<file path="config.mk">
export PLATFORM = sky130hd
export DESIGN_NAME = rule_conf_master
export DESIGN_NICKNAME = d
export VERILOG_FILES = /design/src/rtl/rule_conf_master.sv
export SDC_FILE = /design/constraint.sdc
export NUM_CORES = 1
export LEC_CHECK = 0
export CORE_AREA = 2 2 122 124
export CTS_CLUSTER_DIAMETER = 100
export DETAILED_ROUTE_END_ITERATION = 8
export DIE_AREA = 0 0 124 126
export DONT_BUFFER_PORTS = 1
export PLACE_DENSITY = 0.57
export SYNTH_ARGS = -nofsm -noshare
export SYNTH_HDL_FRONTEND = slang
export SYNTH_SLANG_ARGS = --single-unit
</file>
<file path="constraint.sdc">
create_clock -name i_clk -period 9.93 [get_ports i_clk]
set_clock_uncertainty 0.05 [all_clocks]
set_input_delay 1.4895 -clock i_clk [delete_from_list [all_inputs] [get_ports i_clk]]
set_output_delay 1.4895 -clock i_clk [all_outputs]
set_load 0.005 [all_outputs]
</file>
<file path="src/rtl/rule_conf_master.sv">
// Host-side initiator for the per-layer rule configuration bus: one command in flight,
// one strobe per command, one response per command. Optional read timeout: CONF_RD_TIMEOUT_EN.
module rule_conf_master #(
    parameter int unsigned LAYER_NUM      = 4,
    parameter int unsigned LAYER_ID_WIDTH = 2,
    parameter int unsigned TIMEOUT_CYCLES = 16
) (
    input  logic                      i_clk,
    input  logic                      i_rst,
    input  logic                      i_cmd_valid,
    output logic                      o_cmd_ready,
    input  logic                      i_cmd_wr,
    input  logic [LAYER_ID_WIDTH-1:0] i_cmd_layer,
    input  logic [31:0]               i_cmd_addr,
    input  logic [31:0]               i_cmd_wdata,
    output logic                      o_resp_valid,
    input  logic                      i_resp_ready,
    output logic [31:0]               o_resp_data,
    output logic                      o_resp_err,
    output logic [LAYER_NUM-1:0]      o_rule_wren,
    output logic [LAYER_NUM-1:0]      o_rule_rden,
    output logic [31:0]               o_rule_addr,
    output logic [31:0]               o_rule_wdata,
    input  logic [LAYER_NUM-1:0]      i_rule_rdata_valid,
    input  logic [LAYER_NUM*32-1:0]   i_rule_rdata,
    output logic                      o_busy
);

    typedef enum logic [1:0] {StIdle, StIssue, StWaitRd, StResp} state_e;

    state_e                    state_q, state_d;
    logic                      cmd_wr_q, cmd_wr_d;
    logic                      cmd_bad_q, cmd_bad_d;
    logic [LAYER_ID_WIDTH-1:0] cmd_layer_q, cmd_layer_d;
    logic                      cmd_ready_q, cmd_ready_d;
    logic                      resp_valid_q, resp_valid_d;
    logic                      resp_err_q, resp_err_d;
    logic [31:0]               resp_data_q, resp_data_d;
    logic [LAYER_NUM-1:0]      wren_q, wren_d;
    logic [LAYER_NUM-1:0]      rden_q, rden_d;
    logic [31:0]               addr_q, addr_d;
    logic [31:0]               wdata_q, wdata_d;
    logic                      busy_q, busy_d;

`ifdef CONF_RD_TIMEOUT_EN
    localparam int unsigned CntWidth = $clog2(TIMEOUT_CYCLES + 1);
    logic [CntWidth-1:0] cnt_q, cnt_d;
`endif

    logic [LAYER_NUM-1:0] cmd_onehot;
    logic                 sel_valid;
    logic [31:0]          sel_data;

    // An out-of-range layer id decodes to an all-zero one-hot, which also flags it as bad.
    always_comb begin
        cmd_onehot = '0;
        sel_valid  = 1'b0;
        sel_data   = '0;
        for (int k = 0; k < int'(LAYER_NUM); k++) begin
            if (i_cmd_layer == LAYER_ID_WIDTH'(k)) cmd_onehot[k] = 1'b1;
            if (cmd_layer_q == LAYER_ID_WIDTH'(k)) begin
                sel_valid = i_rule_rdata_valid[k];
                sel_data  = i_rule_rdata[k*32 +: 32];
            end
        end
    end

    always_comb begin
        state_d      = state_q;
        cmd_wr_d     = cmd_wr_q;
        cmd_bad_d    = cmd_bad_q;
        cmd_layer_d  = cmd_layer_q;
        cmd_ready_d  = 1'b0;
        resp_valid_d = resp_valid_q;
        resp_err_d   = resp_err_q;
        resp_data_d  = resp_data_q;
        wren_d       = '0;
        rden_d       = '0;
        addr_d       = addr_q;
        wdata_d      = wdata_q;
`ifdef CONF_RD_TIMEOUT_EN
        cnt_d        = cnt_q;
`endif
        case (state_q)
            StIdle: begin
                cmd_ready_d = 1'b1;
                if (i_cmd_valid && cmd_ready_q) begin
                    cmd_ready_d = 1'b0;
                    cmd_wr_d    = i_cmd_wr;
                    cmd_bad_d   = ~|cmd_onehot;
                    cmd_layer_d = i_cmd_layer;
                    addr_d      = i_cmd_addr;
                    wdata_d     = i_cmd_wdata;
                    if (i_cmd_wr) wren_d = cmd_onehot;
                    else          rden_d = cmd_onehot;
                    state_d     = StIssue;
                end
            end
            StIssue: begin
                if (cmd_bad_q || cmd_wr_q) begin
                    resp_valid_d = 1'b1;
                    resp_err_d   = cmd_bad_q;
                    resp_data_d  = '0;
                    state_d      = StResp;
                end else if (sel_valid) begin
                    resp_valid_d = 1'b1;
                    resp_err_d   = 1'b0;
                    resp_data_d  = sel_data;
                    state_d      = StResp;
                end else begin
                    state_d = StWaitRd;
`ifdef CONF_RD_TIMEOUT_EN
                    cnt_d   = '0;
`endif
                end
            end
            StWaitRd: begin
                if (sel_valid) begin
                    resp_valid_d = 1'b1;
                    resp_err_d   = 1'b0;
                    resp_data_d  = sel_data;
                    state_d      = StResp;
                end
`ifdef CONF_RD_TIMEOUT_EN
                else begin
                    cnt_d = cnt_q + 1'b1;
                    if (cnt_d == CntWidth'(TIMEOUT_CYCLES)) begin
                        resp_valid_d = 1'b1;
                        resp_err_d   = 1'b1;
                        resp_data_d  = '0;
                        state_d      = StResp;
                    end
                end
`endif
            end
            StResp: begin
                if (i_resp_ready) begin
                    resp_valid_d = 1'b0;
                    resp_err_d   = 1'b0;
                    resp_data_d  = '0;
                    state_d      = StIdle;
                end
            end
            default: state_d = StIdle;
        endcase
        busy_d = (state_d != StIdle);
    end

    always_ff @(posedge i_clk or posedge i_rst) begin
        if (i_rst) begin
            state_q      <= StIdle;
            cmd_wr_q     <= 1'b0;
            cmd_bad_q    <= 1'b0;
            cmd_layer_q  <= '0;
            cmd_ready_q  <= 1'b0;
            resp_valid_q <= 1'b0;
            resp_err_q   <= 1'b0;
            resp_data_q  <= '0;
            wren_q       <= '0;
            rden_q       <= '0;
            addr_q       <= '0;
            wdata_q      <= '0;
            busy_q       <= 1'b0;
`ifdef CONF_RD_TIMEOUT_EN
            cnt_q        <= '0;
`endif
        end else begin
            state_q      <= state_d;
            cmd_wr_q     <= cmd_wr_d;
            cmd_bad_q    <= cmd_bad_d;
            cmd_layer_q  <= cmd_layer_d;
            cmd_ready_q  <= cmd_ready_d;
            resp_valid_q <= resp_valid_d;
            resp_err_q   <= resp_err_d;
            resp_data_q  <= resp_data_d;
            wren_q       <= wren_d;
            rden_q       <= rden_d;
            addr_q       <= addr_d;
            wdata_q      <= wdata_d;
            busy_q       <= busy_d;
`ifdef CONF_RD_TIMEOUT_EN
            cnt_q        <= cnt_d;
`endif
        end
    end

    assign o_cmd_ready  = cmd_ready_q;
    assign o_resp_valid = resp_valid_q;
    assign o_resp_err   = resp_err_q;
    assign o_resp_data  = resp_data_q;
    assign o_rule_wren  = wren_q;
    assign o_rule_rden  = rden_q;
    assign o_rule_addr  = addr_q;
    assign o_rule_wdata = wdata_q;
    assign o_busy       = busy_q;

endmodule

</file>
==> impl_metrics.toml, run 1 <==
[floorplan]
die_area_um2 = 15600
core_region_area_um2 = 14300
initial_core_util_pct = 39.5
die_height_um = 126
fp-row-count = 44
die_w_um = 124
io_pins = 311

[yosys]
ys_top_cells_by_area = "dfrtp_1 (50%), nand2_1 (14%), mux4_2 (13%)"
synthCells = 530
yosysTopAreaCell = "dfrtp_1"
yosys_warnings = 0
synth_top_area_share_pct = 50.5
yosysSeqAreaShare_pct = 50.5
yosysUniqueCellTypes = 32
syn_nets = 733
synth_seq_cells = 114
syn_area_um2 = 5650
avgSynthCellArea_um2 = 10.7

[timing]
finalCritPeriodShare_pct = 26.5
finalCriticalPeriod_ns = 2.63
tns_ns = 0
setup_viol = 0
maxSlewHeadroom_pct = 28.3
max_freq_mhz = 380
slew_violations = 0
hold_viol = 0
rsz0062_at_grt = "false"
worst_pin_slew_ns = 1.07
fin_hold_ws_ns = 0.454

[placed_design]
gp_congestion = 0.810
dp_hpwl_um = 10700
port_buffers = 0
dpl.cell_count = 672

[cts]
cts_hold_buf = 0
post-cts-setup-buffers = 0
clk_path_buf_depth = 2
clk_pin_slew_ns = 0.06
cts_buffers = 17
cts_tree = "done"
numClockSinks = 114
clock_latency_ns = 0.40
ctsResizeCount = 0
h-tree-depth = 4
clock-root-buffer = "clkbuf_16"

[global_routing]
grt_pass1_vias = 4197
antenna_found_initial = 0
grt_pass1_wl_um = 22700
grt_overflow = 0
grt.total_usage_pct = 19.3
grt_max_degree = 73

[hold_path]
worst_hold_path.endpoint = "o_rule_wdata[30]"
min_path_type = "register to register"
whs_path_depth = 2
holdCritStartpoint = "o_rule_wdata[30]"

[route]
drc = 0
vias_per_cell = 5.65
drt_wl_total_um = 15300
dr.pass1.iters = 4
route.vias.total = 3977
wl_per_cell_um = 21.7
detail-route-antenna-nets = 0
drtIter0Drc = 155

[layout]
instances_no_fill = 704
nets = 710
synthToLayoutAreaGrowth_pct = 11.5
layout-drive-gt1-share_pct = 15.4
antenna_cells = 0

[worst_setup_path]
crit_chain = "mux4_2 -> o211ai_4 -> buf_4 -> mux2i_1"
worstReg2RegEnd = "cmd_bad_q"
critPathMaxStageDelay_ns = 0.53
crit_fanout = 31
worst-setup-path-type = "input pin to register"
critPathRequiredTime_ns = 10.20
worst-r2r-setup-slack_ns = 7.75
critPathCaptureType = "register"
r2r_cells = 2
critPathLaunchType = "input pin"
r2r_start = "state_q[1]"
cp_slowest_cell = "mux4_2"
arrival_ns = 2.90

[pwr]
ir_drop_mv = 0.146
powerDensity_nw_per_um2 = 335
p_leak_nw = 3.01

[job]
drv_cap = 0

[run_status]
status = "complete, no violations"
cells by family after synthesis:
logic type             count (synthesis)  share of synthesized area (%)
and+or+nand+nor                      225                           15.8
DFF                                  114                           50.5
AOI/OAI and AO/OA                     74                           10.0
muxes                                 65                           18.9
buffers and inverters                 52                           4.80
stage by stage:
stage	setup WS, ns	utilization, %	total power (W)	instance area (um^2)
floorplan	5.37	-	0.00139	5650
finish	7.30	44.0	0.00211	6300
global placement	6.94	39.9	0.00150	5710
global route	7.23	44.0	0.00225	6300
CTS	7.31	44.0	0.00214	6300
detailed placement	6.87	39.9	0.00152	5710
routing by layer:
layer	vias up	part of all wire [%]	GRT usage (%)
li1	1813	-	-
met1	1954	39	22.8
met2	190	50	31.9
met3	20	9.7	7.29
met4	0	1.8	7.14
met5	-	0	0
cell type report:
class,instances,area [um^2]
flip-flops and latches,114,2850
well taps,184,230
repair buffers,7,52.6
fillers,1372,8010
clock buffers,18,439
clock inverters,14,155
multi-input cells,364,2560
inverters,3,13.8
cells in the final DEF, fill, tap and decap left out, types with 3 or more instances in the layout:
cell       Yosys  routed
inv_6          0       3
mux4_2        32      32
o31ai_1       66      66
nand2_1      204     204
mux2i_1       32      32
buf_4          0       7
dfrtp_1      114     113
nor3_1         5       4
clkinv_4       0       5
clkbuf_16      0      17
nor2_1         3       3
cell usage after synthesis:
cell and instances:
and2_1 2, nor2b_1 3, mux4_2 32, buf_12 3, o211ai_4 1, nand2b_1 2
nand4bb_1 1, buf_2 15, buf_6 1, mux2i_1 32, nand2_1 204, o21a_1 1
or2_2 1, clkbuf_2 1, a22oi_1 1, o211a_1 1, nor4b_1 1, o31ai_1 66
inv_1 2, and4bb_1 1, a21oi_1 1, dfrtp_1 114, a211oi_1 1, nand3_1 1
inv_2 1, nor4_1 1, nor2_1 3, o22ai_1 2, buf_1 5, mux4_1 1
nor3_1 5, clkbuf_1 24
report_power, final:
part,internal (W),switching [W]
sequential,0.000653,0.000180
combinational,0.000306,0.000372
clock,0.000379,0.000223
flip-flops by register name, indices dropped and copies added, names as in the netlist:
signal,flops
state_q,2
o_cmd_ready,1
o_rule_wren,4
o_resp_data,32
o_resp_err,1
o_busy,1
o_rule_rden,4
cmd_layer_q,2
cmd_bad_q,1
cmd_wr_q,1
o_rule_wdata,32
o_rule_addr,32
o_resp_valid,1
critical path, delay by kind of cell:
family          cells  cell delay (ns)
mux                 2             0.80
buf+inv             1             0.47
compound gates      1             0.11
worst max-delay path by stage:
stage	start	to	slack, ns	cells past startpoint
finish	i_rule_rdata_valid[3]	o_resp_data[30]	7.30	4
global route	i_rule_rdata_valid[3]	o_resp_data[30]	7.23	4
CTS	i_rule_rdata_valid[3]	o_resp_data[7]	7.31	4
detailed placement	i_rule_rdata_valid[3]	o_resp_data[7]	6.87	4
global placement	i_rule_rdata_valid[3]	o_resp_data[5]	6.94	4
floorplan	i_rst	cmd_bad_q	5.37	1
Power figures use the tool's default switching activity.
==> run 2: changes to the inputs <==
==> config.mk (replaced) <==
export PLATFORM = sky130hd
export DESIGN_NAME = rule_conf_master
export DESIGN_NICKNAME = d
export VERILOG_FILES = /design/src/rtl/rule_conf_master.sv
export SDC_FILE = /design/constraint.sdc
export NUM_CORES = 1
export LEC_CHECK = 0
export CORE_AREA = 2 2 119 121
export CTS_CLUSTER_DIAMETER = 100
export DETAILED_ROUTE_END_ITERATION = 8
export DIE_AREA = 0 0 121 123
export DONT_BUFFER_PORTS = 1
export PLACE_DENSITY = 0.59
export SYNTH_ARGS = -nofsm -noshare
export SYNTH_HDL_FRONTEND = slang
export SYNTH_SLANG_ARGS = --single-unit
==> constraint.sdc (replaced) <==
create_clock -name i_clk -period 2.5 [get_ports i_clk]
set_clock_uncertainty 0.05 [all_clocks]
set_input_delay 0.375 -clock i_clk [delete_from_list [all_inputs] [get_ports i_clk]]
set_output_delay 0.375 -clock i_clk [all_outputs]
set_load 0.005 [all_outputs]
==> run 2 against run 1 <==
  * Non-clock buffer count rose by 16
  * Critical path type is now register to register
  * Setup slack got worse by 6.9 ns
  * Combinational power rose to 4.1 times the previous value
  * Register-to-register slack lost 7.4 ns
  * Highest routed layer is now met5
  * Worst hold slack got worse by 0.43 ns
  * Sequential power rose to 3.9 times the previous value
  * Largest cell class unchanged
==> impl_metrics.toml, run 2 (synthesis results as in run 1) <==
[route]
detail-route-antenna-nets = 0
drtIter0Drc = 198
drc = 0
dr.pass1.iters = 4
route.vias.total = 4104
wl_per_cell_um = 22.2
vias_per_cell = 5.75
drt_wl_total_um = 15900

[cts]
clk_path_buf_depth = 2
numClockSinks = 114
post-cts-setup-buffers = 0
cts_tree = "done"
clock-root-buffer = "clkbuf_16"
clock_latency_ns = 0.40
h-tree-depth = 4
clk_pin_slew_ns = 0.06
cts_buffers = 17

[layout]
mostFrequentLayoutCells = "nand2_1 (204), dfrtp_1 (113), o31ai_1 (66)"
stdcell_area_um2 = 6500
register_area_um2 = 2850
synthToLayoutAreaGrowth_pct = 14.9
multi_input_area_um2 = 2560
mostFrequentLayoutCell = "nand2_1"
nets = 726
layout-drive-gt1-share_pct = 15.9
instances_no_fill = 714
fillers = 1259

[worst_setup_path]
r2r_start = "state_q[1]"
critPathMaxStageDelay_ns = 0.70
crit_fanout = 19
worst-r2r-setup-slack_ns = 0.39
critPathRequiredTime_ns = 2.78
crit_chain = "nand2_1 -> o211ai_4 -> buf_4 -> mux2i_1"
startpoint = "state_q[1]"
worst-setup-path-type = "register to register"
cp_slowest_cell = "o211ai_4"
arrival_ns = 2.38
critPathLaunchType = "register"
critPathCaptureType = "register"

[global_routing]
grt.busiest_layer = "met2"
grt.met3_usage_pct = 8.58
grt.total_usage_pct = 20.9
grt_pass1_vias = 4268
grt_util_met2_pct = 35.6
use_met1_pct = 23.8
grt_pass1_wl_um = 23400
grt_overflow = 0
antenna_found_initial = 2
grt_max_degree = 66

[timing]
finalCritPeriodShare_pct = 84.2
max_freq_mhz = 475
tns_ns = 0
slew_violations = 0
maxSlewHeadroom_pct = 43.6
rsz0062_at_grt = "false"
setup_viol = 0
hold_viol = 0
worst_pin_slew_ns = 0.842
finalCriticalPeriod_ns = 2.11
fin_ws_ns = 0.394

[floorplan]
initial_core_util_pct = 41.5
fp-row-count = 43
die_height_um = 123
io_pins = 311
die_w_um = 121
core_region_area_um2 = 13600
die_area_um2 = 14900

[pwr]
internal-power_w = 0.00559
clockPowerShare_pct = 29.6
powerDensity_nw_per_um2 = 1320
ir_drop_mv = 0.563
seqPwrFrac_pct = 38.1
p_total_w = 0.00860
p_leak_nw = 3.10
switching_share_pct = 35.0
comb_power_share_pct = 32.3
netSwitchingPower_w = 0.00301

[hold_path]
holdCritStartpoint = "i_cmd_wdata[19]"
min_path_type = "input pin to register"

[run_status]
status = "complete, no violations"

[placed_design]
gp_congestion = 0.792
port_buffers = 0
dpl.cell_count = 677
dpl_cell_area_um2 = 5810
dp_slack_ns = 0.346
dp_hpwl_um = 11400

[job]
drv_cap = 0
run 2: cell count changes in the layout (fill, tap and decap cells not counted), sizes merged:
cell / change
inv: -4
buf: +9
clkinv: -4
dlygate4sd3: +7
bufinv: +2
clkinvlp: +1
clkbuf: +2
diode: +1
run 2: power by group through the flow:
stage,combinational [W],clock [W],sequential (W)
2_1_floorplan,0.00249,0,0.00303
3_3_place_gp,0.00271,0,0.00329
3_5_place_dp,0.00282,0,0.00329
4_1_cts,0.00282,0.00259,0.00328
5_1_grt,0.00308,0.00268,0.00337
6_report,0.00278,0.00254,0.00328
run 2: what timing repair did:
item	CTS	global route
endpoints found under the setup margin	0	0
resized for setup	0	0
hold endpoints to repair	33	0
hold buffers	7	0
run 2: through the flow:
step	hold slack (ns)	utilization (%)
5_1_grt	0.00489	47.7
3_3_place_gp	0.336	42.7
2_1_floorplan	0.396	-
4_1_cts	0.000924	47.7
6_report	0.0210	47.7
3_5_place_dp	0.341	42.7
run 2: area by class of cell:
type | count | share of cell area, %
clock buffers | 20 | 7.03
flip-flops and latches | 114 | 43.9
inverters | 3 | 0.231
repair buffers | 23 | 3.50
multi-input cells | 364 | 39.4
diodes | 1 | 0.0385
clock inverters | 9 | 2.43
well taps | 180 | 3.47
run 2: worst max-delay path: cells and delay by family (launching register included):
family	cells	cell delay (ns)
AOI/OAI and AO/OA	1	0.70
buffers and inverters	1	0.32
DFF	1	0.56
muxes	1	0.22
and+or+nand+nor	1	0.17
run 2: layer usage:
layer  routed length [um]  vias up  part of all wire [%]
li1                     -     1850                     -
met1                 6100     2012                    38
met2                 7990      223                    50
met3                 1580       17                   9.9
met4                  194        2                   1.2
met5                   10        -                 0.063
run 2: worst paths after layout:
kind / endpoint / cells past startpoint
max: o_resp_data[22] / 4
min: o_rule_wdata[19] / 2
max reg2reg: o_resp_data[22] / 4
min reg2reg: o_rule_addr[14] / 2
max in group asynchronous: o_rule_addr[9] / 3
min in group asynchronous: o_rule_wdata[20] / 2
==> RTL change 1, RTL diff (flow settings as in run 1) <==
Set the parameter `LAYER_NUM` to 5 (it was 4).
--- a/src/rtl/rule_conf_master.sv
+++ b/src/rtl/rule_conf_master.sv
@@ -2,5 +2,5 @@
 // one strobe per command, one response per command. Optional read timeout: CONF_RD_TIMEOUT_EN.
 module rule_conf_master #(
-    parameter int unsigned LAYER_NUM      = 4,
+    parameter int unsigned LAYER_NUM      = 5,
     parameter int unsigned LAYER_ID_WIDTH = 2,
     parameter int unsigned TIMEOUT_CYCLES = 16
Ports: changed (resized i_rule_rdata, i_rule_rdata_valid, o_rule_rden and o_rule_wren); port bits go from 311 to 346. The function was not compared with the original's and may differ.
==> RTL change 1 against run 1 <==
- routed wire length is 0.37% lower
- sequential power is 1% lower
- power grew 0.63%
- largest cell class unchanged
- cell area is 0.26% higher
- die area unchanged
- sequential cell count did not move
- area after synthesis grew 0.27%
- worst setup slack got worse by 50 ps
==> RTL change 1: results <==
[synthesis]
async_reset_ff_frac = 1.000
synthMuxAreaShare = 0.1883
ys_seq_area_frac = 0.5032
ys.flop_type = "dfrtp_1"
synth_cell_types = 33
synth_fp_nets = 768
syn_inst = 532
yosysWarnings = 0
synth.area.top_cells = "dfrtp_1 (50%), nand2_1 (14%), mux4_2 (13%)"
synth-compound-area-share = 0.09998

[power_and_ir_drop]
p_seq_frac = 0.387
internal-power_w = 0.001360
p_comb_w = 0.000682
p_leak_nw = 3.004
ir_drop_uv = 151.7

[drt]
firstDrtPassIters = 5
wire_per_inst_um = 21.55
finalWirelength_um = 15230
viasPerCell = 5.751
drtIter0Drc = 246

[clock_network]
path_clk_slew_ps = 50
cts_resized = 0

[place]
pre_cts_ws_ps = 6810
gp_congestion = 0.7941
dp_cells = 672
dp_hpwl_um = 10360

[timing]
tightest_slew_ps = 1122

[global_route]
grt_use_total = 0.1968
grt_first_pass_wirelength_um = 23200
use_met3 = 0.09964
grt_use_met2 = 0.3125
antenna_found_initial = 3
gr-usage-met1 = 0.2317
grt_pass1_vias = 4360

[setup_path]
crit_fanout = 31
reg2reg_depth = 5
critPathMaxStageDelay_ps = 550
regToRegStartpoint = "cmd_layer_q[1]"
reg2reg_to = "o_resp_data[2]"
rrSetupSlack_ps = 7300
cp.arrival_ps = 2950

[final_layout]
drive_gt1_frac = 0.1500
final_nets = 743
fill_cells = 1355

[worst_hold_path]
min_to = "cmd_layer_q[0]"
min_from = "cmd_layer_q[0]"

[run_status]
status = "completed"
-- RTL change 1: cell count changes in the layout (fill, tap and decap cells not counted), sizes merged --
| cell | delta |
|---|---|
| diode | +3 |
| clkbuf | +2 |
| inv | -1 |
| bufinv | +1 |
| clkinvlp | +2 |
| clkinv | -4 |
-- RTL change 1: final cells by class --
cell class / instances / area [um2] / area share
flip-flops and latches: 114 / 2854 / 0.4516
diodes: 3 / 7.507 / 0.001188
well taps: 184 / 230.2 / 0.03643
clock inverters: 12 / 156.4 / 0.02475
clock buffers: 20 / 446.7 / 0.07068
inverters: 3 / 13.76 / 0.002178
repair buffers: 7 / 52.55 / 0.008315
multi-input cells: 364 / 2559 / 0.4049
-- RTL change 1: worst max path at each step --
stage | start | end | slack, ps | cells after the start
2_1_floorplan | i_rst | cmd_bad_q | 5370 | 1
3_3_place_gp | i_rule_rdata_valid[3] | o_resp_data[13] | 6870 | 4
3_5_place_dp | i_rule_rdata_valid[3] | o_resp_data[11] | 6810 | 4
4_1_cts | i_rule_rdata_valid[3] | o_resp_data[2] | 7250 | 4
5_1_grt | cmd_layer_q[1] | o_resp_data[30] | 7140 | 5
6_report | i_rule_rdata_valid[3] | o_resp_data[2] | 7250 | 4
-- RTL change 1: through the flow --
step | area (um2) | util | hold WS, ps
4_1_cts | 6312 | 0.4410 | 432.7
5_1_grt | 6317 | 0.4413 | 467.6
6_report | 6320 | 0.4415 | 431.3
2_1_floorplan | 5669 | - | 419.7
3_5_place_dp | 5709 | 0.3989 | 420.0
3_3_place_gp | 5709 | 0.3989 | 415.5
-- RTL change 1: layer usage --
layer	vias up	part of all wire
li1	1813	-
met1	2009	0.39
met2	227	0.48
met3	17	0.12
met4	0	0.017
met5	-	0
==> RTL change 2, RTL diff (config.mk and constraints of run 1) <==
Without the edit above. Put one more register stage on the output `o_resp_err`, with the module's reset. The value now appears one clock later. The other outputs are not delayed to match.
--- a/src/rtl/rule_conf_master.sv
+++ b/src/rtl/rule_conf_master.sv
@@ -187,5 +187,11 @@
     assign o_cmd_ready  = cmd_ready_q;
     assign o_resp_valid = resp_valid_q;
-    assign o_resp_err   = resp_err_q;
+    always_ff @(posedge i_clk or posedge i_rst) begin
+        if (i_rst) begin
+            o_resp_err <= '0;
+        end else begin
+            o_resp_err <= resp_err_q;
+        end
+    end
     assign o_resp_data  = resp_data_q;
     assign o_rule_wren  = wren_q;
Behaviour: same outputs for any inputs over 4 cycles, from zero or initial values and one cycle with i_rst high; that may be too few to reach the edited logic, so the function may still have changed.
==> RTL change 2 against run 1 <==
- sequential cell count is 1 higher
- sequential power is essentially flat
- routed wire length is 2.5% higher
- area after synthesis grew 0.44%
- power is 0.36% higher
- core utilization grew 0.18 points
- global-route usage increased by 0.49 points
- cell area rose by 0.42%
- worst setup slack worse by 150 ps
- largest power group unchanged
==> RTL change 2: results <==
[global_route]
grt_use_met2 = 0.3235
grt_pass1_vias = 4171
use_met3 = 0.09783
antenna_found_initial = 5
grt_first_pass_wirelength_um = 23050
gr-usage-met1 = 0.2162
grt_use_total = 0.1979
grt_overflow_total = 0

[worst_hold_path]
whs_path_depth = 0
min_to = "o_resp_err"
hp-class = "flip-flop to flip-flop"
min_from = "resp_err_q"

[power_and_ir_drop]
ir_drop_uv = 152.5
powerDensity_nw_per_um2 = 334.8
p_leak_nw = 3.023

[setup_path]
reg2reg_depth = 5
rrSetupSlack_ps = 7150
reg2reg_to = "o_resp_data[12]"
critPathRequiredTime_ps = 10190
regToRegStartpoint = "cmd_layer_q[0]"
critPathMaxStageDelay_ps = 660
crit_family = "buffers and inverters"

[timing]
fin_hold_ws_ps = 348.6
relSlewSlack = 0.2790

[clock_network]
cts_resized = 0
post_cts_buffers = 0
cts_buffer_depth = 2

[drt]
via_count = 4027
routed.top_layer = "met5"
wl_met2_um = 7618
wl_met3_um = 1924
wl_met1_um = 5714
finalWirelength_um = 15670
drtIter0Drc = 221
firstDrtPassIters = 4
wire_per_inst_um = 22.23

[place]
dp_hpwl_um = 10860
gp_congestion = 0.7649
placed_cell_area_um2 = 5734
dp_cells = 673

[run_status]
status = "completed"

[synthesis]
ys_seq_area_frac = 0.5067
avgSynthCellArea_um2 = 10.70
synth_commonest_cells = "nand2_1 (204), dfrtp_1 (115), o31ai_1 (66)"
synth_fp_nets = 734
synth.area.top_cells = "dfrtp_1 (51%), nand2_1 (13%), mux4_2 (13%)"

[final_layout]
drive_gt1_frac = 0.1484
final_nets = 711
fill_cells = 1345
[RTL change 2: changes by cell type in the layout (fill, tap and decap cells not counted)]
cell / delta
clkbuf_8: +1
inv_6: -3
bufinv_16: +1
clkbuf_1: +1
diode_2: +2
clkinv_2: +2
dfrtp_1: +1
clkinv_4: -4
[RTL change 2: kinds of logic after synthesis]
| group | Yosys count | share of synthesized area |
|---|---|---|
| and+or+nand+nor | 225 | 0.1577 |
| DFF | 115 | 0.5067 |
| AOI/OAI and AO/OA | 74 | 0.09980 |
| muxes | 65 | 0.1879 |
| buffers and inverters | 52 | 0.04781 |
[RTL change 2: worst max path at each step]
stage / start / end / cells past startpoint
finish: cmd_layer_q[0] / o_resp_data[12] / 5
floorplan: i_rst / cmd_bad_q / 1
global placement: i_rule_rdata_valid[3] / o_resp_data[2] / 4
CTS: cmd_layer_q[0] / o_resp_data[12] / 5
global route: cmd_layer_q[0] / o_resp_data[4] / 5
detailed placement: i_rule_rdata_valid[3] / o_resp_data[12] / 4
[RTL change 2: final cells by class]
| class | count | area share |
|---|---|---|
| diodes | 2 | 0.0007907 |
| clock buffers | 20 | 0.07215 |
| clock inverters | 10 | 0.02115 |
| inverters | 3 | 0.002174 |
| multi-input cells | 364 | 0.4042 |
| flip-flops and latches | 115 | 0.4548 |
| well taps | 184 | 0.03637 |
| repair buffers | 7 | 0.008302 |
[RTL change 2: power breakdown]
| group | switching [W] | internal [W] |
|---|---|---|
| Clock | 0.000210 | 0.000403 |
| Sequential | 0.000178 | 0.000657 |
| Combinational | 0.000366 | 0.000306 |
[RTL change 2: metrics by stage]
step                      setup WS, ps  power [W]
after global placement            6934   0.001486
after global routing              6981   0.002261
after floorplan                   5346   0.001394
after detailed placement          6865   0.001518
final                             7147   0.002120
after CTS                         7125   0.002141
